[src/rtl/fetch_unit.sv]
// Instruction-fetch stage: owns the PC, fetches over a req/ready handshake,
// and computes the next PC from NPCOp on consumer ack, with sticky error reporting.
module fetch_unit #(
    parameter logic [31:0] RESET_PC = 32'h0000_0000,
    parameter int          TIMEOUT  = 16
) (
    input  logic        i_clk,
    input  logic        i_rst,
    output logic        o_imem_req,
    output logic [31:0] o_imem_addr,
    input  logic        i_imem_ready,
    input  logic [31:0] i_imem_rdata,
    output logic [31:0] o_instr_out,
    output logic        o_instr_valid,
    input  logic        i_instr_ack,
    output logic [31:0] o_pc_out,
    output logic [31:0] o_pc_plus4,
    input  logic [2:0]  i_npc_op,
    input  logic [31:0] i_imm,
    input  logic [31:0] i_alu_out,
    output logic        o_fetch_err,
    output logic [1:0]  o_err_cause
);

    typedef enum logic [1:0] {S_IDLE, S_FETCH, S_VALID, S_ERR} state_t;

    localparam int            CW = (TIMEOUT > 2) ? $clog2(TIMEOUT) : 1;
    localparam logic [CW-1:0] TC = CW'((TIMEOUT > 0) ? (TIMEOUT - 1) : 0);

    state_t        r_state;
    state_t        w_next;
    logic [31:0]   r_pc;
    logic [31:0]   r_instr;
    logic [CW-1:0] r_wait_cnt;
    logic [1:0]    r_err_cause;
    logic [31:0]   w_pc_plus4;
    logic [31:0]   w_npc;
    logic          w_timeout;
    logic          w_npc_misaligned;

    assign w_pc_plus4       = r_pc + 32'd4;
    assign w_timeout        = (TIMEOUT != 0) && (r_wait_cnt == TC);
    assign w_npc_misaligned = (w_npc[1:0] != 2'b00);

    // Non-one-hot NPCOp encodings fall back to sequential flow.
    always_comb begin
        w_npc = w_pc_plus4;
        case (i_npc_op)
            3'b001:  w_npc = r_pc + i_imm;
            3'b010:  w_npc = r_pc + i_imm;
            3'b100:  w_npc = i_alu_out & 32'hFFFF_FFFE;
            default: w_npc = w_pc_plus4;
        endcase
    end

    always_ff @(posedge i_clk or posedge i_rst) begin
        if (i_rst) r_state <= S_IDLE;
        else       r_state <= w_next;
    end

    always_comb begin
        w_next = r_state;
        case (r_state)
            S_IDLE:  w_next = (RESET_PC[1:0] == 2'b00) ? S_FETCH : S_ERR;
            S_FETCH: begin
                // Ready on the terminal-count cycle still completes the fetch.
                if (i_imem_ready)   w_next = S_VALID;
                else if (w_timeout) w_next = S_ERR;
            end
            S_VALID: begin
                if (i_instr_ack) w_next = w_npc_misaligned ? S_ERR : S_FETCH;
            end
            default: w_next = S_ERR;
        endcase
    end

    always_ff @(posedge i_clk or posedge i_rst) begin
        if (i_rst) begin
            r_pc        <= RESET_PC;
            r_instr     <= 32'h0;
            r_wait_cnt  <= '0;
            r_err_cause <= 2'b00;
        end else begin
            case (r_state)
                S_IDLE: begin
                    if (RESET_PC[1:0] != 2'b00) r_err_cause <= 2'b01;
                end
                S_FETCH: begin
                    if (i_imem_ready) begin
                        r_instr    <= i_imem_rdata;
                        r_wait_cnt <= '0;
                    end else if (w_timeout) begin
                        r_err_cause <= 2'b10;
                    end else begin
                        r_wait_cnt <= r_wait_cnt + 1'b1;
                    end
                end
                S_VALID: begin
                    if (i_instr_ack) begin
                        r_pc <= w_npc;
                        if (w_npc_misaligned) r_err_cause <= 2'b01;
                    end
                end
                default: ;
            endcase
        end
    end

    assign o_imem_req    = (r_state == S_FETCH);
    assign o_imem_addr   = r_pc;
    assign o_instr_out   = r_instr;
    assign o_instr_valid = (r_state == S_VALID);
    assign o_pc_out      = r_pc;
    assign o_pc_plus4    = w_pc_plus4;
    assign o_fetch_err   = (r_state == S_ERR);
    assign o_err_cause   = r_err_cause;

endmodule

[config.mk]
export PLATFORM = sky130hd
export DESIGN_NAME = fetch_unit
export DESIGN_NICKNAME = d
export VERILOG_FILES = /design/src/rtl/fetch_unit.sv
export SDC_FILE = /design/constraint.sdc
export NUM_CORES = 1
export LEC_CHECK = 0
export BUFFER_PORTS_ARGS = -buffer_cell sky130_fd_sc_hd__buf_2
export CORE_ASPECT_RATIO = 0.8
export CORE_MARGIN = 2
export CORE_UTILIZATION = 35
export CTS_BUF_LIST = sky130_fd_sc_hd__clkbuf_4 sky130_fd_sc_hd__clkbuf_8
export DETAILED_ROUTE_END_ITERATION = 16
export HOLD_SLACK_MARGIN = 0.12
export REMOVE_ABC_BUFFERS = 1
export SLEW_MARGIN = 20
export SYNTH_ARGS = -nofsm -noshare
export SYNTH_HDL_FRONTEND = slang
export SYNTH_SLANG_ARGS = --single-unit
export TNS_END_PERCENT = 10
[constraint.sdc]
create_clock -name i_clk -period 3 [get_ports i_clk]
set_clock_uncertainty 0.1 [all_clocks]
set_input_delay 0.6 -clock i_clk [delete_from_list [all_inputs] [get_ports i_clk]]
set_output_delay 0.6 -clock i_clk [all_outputs]
set_load 0.005 [all_outputs]
==> flow_metrics.tcl <==
set metrics [dict create \
    r2r-start "o_imem_addr[0]" \
    yosysUniqueCellTypes 72 \
    synth_ff_type "dfrtp_1" \
    p_leak_uw 0.00377 \
    worstRegToRegCells 11 \
    cts_tree "built" \
    ctsHtreeMaxLevel 3 \
    ant_nets 0 \
    outcome "complete, no violations" \
    synth.yosys.seq_area_share 0.317 \
    worst_pin_slew_ps 775 \
    grt_pass1_vias 5382 \
    die_x_um 146 \
    root_buffer "clkbuf_8" \
    grt_max_degree 40 \
    synth_common_cells "72 x dfrtp_1, 54 x nand2_1, 45 x nor2_1" \
    hold_viol_final 0 \
    ys_seq_elements 72 \
    pwr_density_cell_nw_per_um2 862 \
    hp-class "in2async" \
    setup_tns_ps 0 \
    synth-edff-count 0 \
    max-slew-margin-rel 0.483 \
    dpl.cell_count 1084 \
    dr.pass1.iters 4 \
    critical_path_required_ps 2300 \
    synth_top_area_cell "dfrtp_1" \
    postSynthCellCount 629 \
    reg2reg_to "o_imem_addr[28]" \
    ys_async_sr_fraction 1.00 \
    layout.cells.non_filler 1106 \
    synth.most_common_cell "dfrtp_1" \
    synthTopCellsByArea "dfrtp_1 32%, ha_1 7.3%, mux2_2 6.3%" \
    cts-hold-fix-buffers 0 \
    avgSynthCellArea_um2 9.02 \
    antenna_found_initial 0 \
    drc_errors 0 \
    clockBufferDepth 2 \
    drive_above_1_share 0.448 \
    max_freq_mhz 342 \
    rows 41 \
    place_ws_ps -223 \
    slowest_delay_ps 480 \
    endpoint_kind "output port" \
    wire_per_inst_um 16.5 \
    numCtsBuffers 9 \
    core_area_um2 15800 \
    ir_drop_mv 0.373 \
    finalCritPeriodShare 0.975 \
    io_pins 236 \
    fillCellCount 1585 \
    maxCapViolCount 0 \
    holdWs_ps 246 \
    syn_to_final_growth_pct 34.0 \
    clk_pin_slew_worst_paths_ps 80 \
    rsz0062_at_grt "yes" \
    crit_family "simple AND/OR/NAND/NOR gates" \
    cp_num_buf_inv 1 \
    setup_viol 0 \
    grt_overflow 0 \
    hpwl_um 14100 \
    slew_violations 0 \
    grt_pass1_wl_um 28500 \
    die_h_um 118 \
    place_congestion 0.827 \
    drt-initial-drc-count 293 \
    netlist.area_leader.share 0.317 \
    path_cells "nand4_1 > or2_2 > nor3_1 > nand3_1 > xnor2_1 > buf_2" \
    syn_area_um2 5680 \
    post-route-min-period_ps 2930 \
    worst-r2r-setup-slack_ps 160 \
    wirelength_um 18200 \
    ys_warn_count 0 \
    critPathKind "reg2out" \
    layout.nets 1024 \
    io_buffer_count 234 \
    cts.sinks 72 \
    worstSetupStartpointType "register" \
    setup_ws_ps 73.6 \
    grt_usage 0.207 \
    insertion_delay_ps 360 \
    num_vias 5613 \
    crit_arrival_ps 2230 \
    placedInstanceArea_um2 7250 \
    slowest_stage "dfrtp_1" \
    stdcell_area_um2 7600 \
    floorplan.initialDensity 0.359 \
    crit_fanout 7 \
    antenna_cells 0 \
    viasPerCell 5.08 \
    fp.dieArea_um2 17300 \
]
## sequential cells by signal, summed over array words and instances, names as in the netlist
name / flops
o_err_cause: 2
r_state: 2
o_instr_out: 32
r_wait_cnt: 4
o_imem_addr: 32
## how the worst max path moves through the flow
stage | start | endpoint | slack, ps | depth (start not counted)
2_1_floorplan | i_npc_op[0] | r_state[1] | 60 | 7
3_3_place_gp | i_imm[0] | o_imem_addr[28] | -190 | 12
3_5_place_dp | i_imm[0] | o_imem_addr[28] | -220 | 12
4_1_cts | o_imem_addr[16] | o_pc_plus4[28] | 9 | 7
5_1_grt | o_imem_addr[0] | o_imem_addr[28] | -40 | 11
6_report | o_imem_addr[25] | o_pc_plus4[31] | 70 | 6
## stage by stage
step,util,total power [µW]
2_1_floorplan,-,3910
3_3_place_gp,0.459,5620
3_5_place_dp,0.459,5660
4_1_cts,0.475,6510
5_1_grt,0.481,7110
6_report,0.481,6560
## layout make-up
| cell class | count | area, µm² | area share |
|---|---|---|---|
| Clock inverter | 3 | 42.5 | 0.00559 |
| Sequential cell | 72 | 1810 | 0.238 |
| Tap cell | 215 | 269 | 0.0354 |
| Timing Repair Buffer | 308 | 1760 | 0.231 |
| Multi-Input combinational cell | 480 | 3510 | 0.462 |
| Inverter | 16 | 61.3 | 0.00806 |
| Clock buffer | 12 | 153 | 0.0201 |
## timing repair
| action | CTS | global route |
|---|---|---|
| gates resized for setup | 9 | 21 |
| endpoints found under the setup margin | 10 | 17 |
| pin swaps | 3 | 6 |
| buffers inserted | 3 | 4 |
## per-layer routing
layer	vias to the layer above	GRT usage	wire length, µm
li1	2806	-	-
met1	2627	0.298	8940
met4	0	0.0449	188
met2	170	0.325	8140
met3	10	0.0337	948
met5	-	0	0
## cell usage in the layout, fill, tap and decap left out, drive strengths merged, types with 4 or more instances in the layout
cell type / n
nor3: 8
o21a: 5
buf: 308
and4: 5
o31ai: 4
dfrtp: 72
nor2b: 4
nand4: 14
mux2: 32
clkbuf: 12
and2: 7
nand2: 54
inv: 15
and3: 11
a21oi: 37
ha: 33
o21bai: 5
xnor2: 26
a22oi: 11
a211oi: 6
o21ai: 38
o221ai: 4
a221oi: 16
a21o: 18
nand3: 12
nor2: 45
xor2: 24
a31oi: 15
## cell families after synthesis
kind of cell               Yosys count  share of synthesized area
AOI/OAI and AO/OA                  187                      0.231
xor gates and xnor gates            50                     0.0771
adders and majority gates           34                     0.0763
buffers and inverters               77                     0.0782
DFF                                 72                      0.317
muxes                               34                     0.0670
and+or+nand+nor                    175                      0.153
## report_power, final
| group | switching (µW) | leakage, µW | total (µW) | internal [µW] |
|---|---|---|---|---|
| combinational | 1930 | 0.00281 | 3950 | 2020 |
| clock | 395 | 0.0000993 | 816 | 420 |
| sequential | 394 | 0.000864 | 1790 | 1400 |
| total | 2720 | 0.00377 | 6560 | 3840 |
No activity file was read; power rests on OpenSTA's default activity.
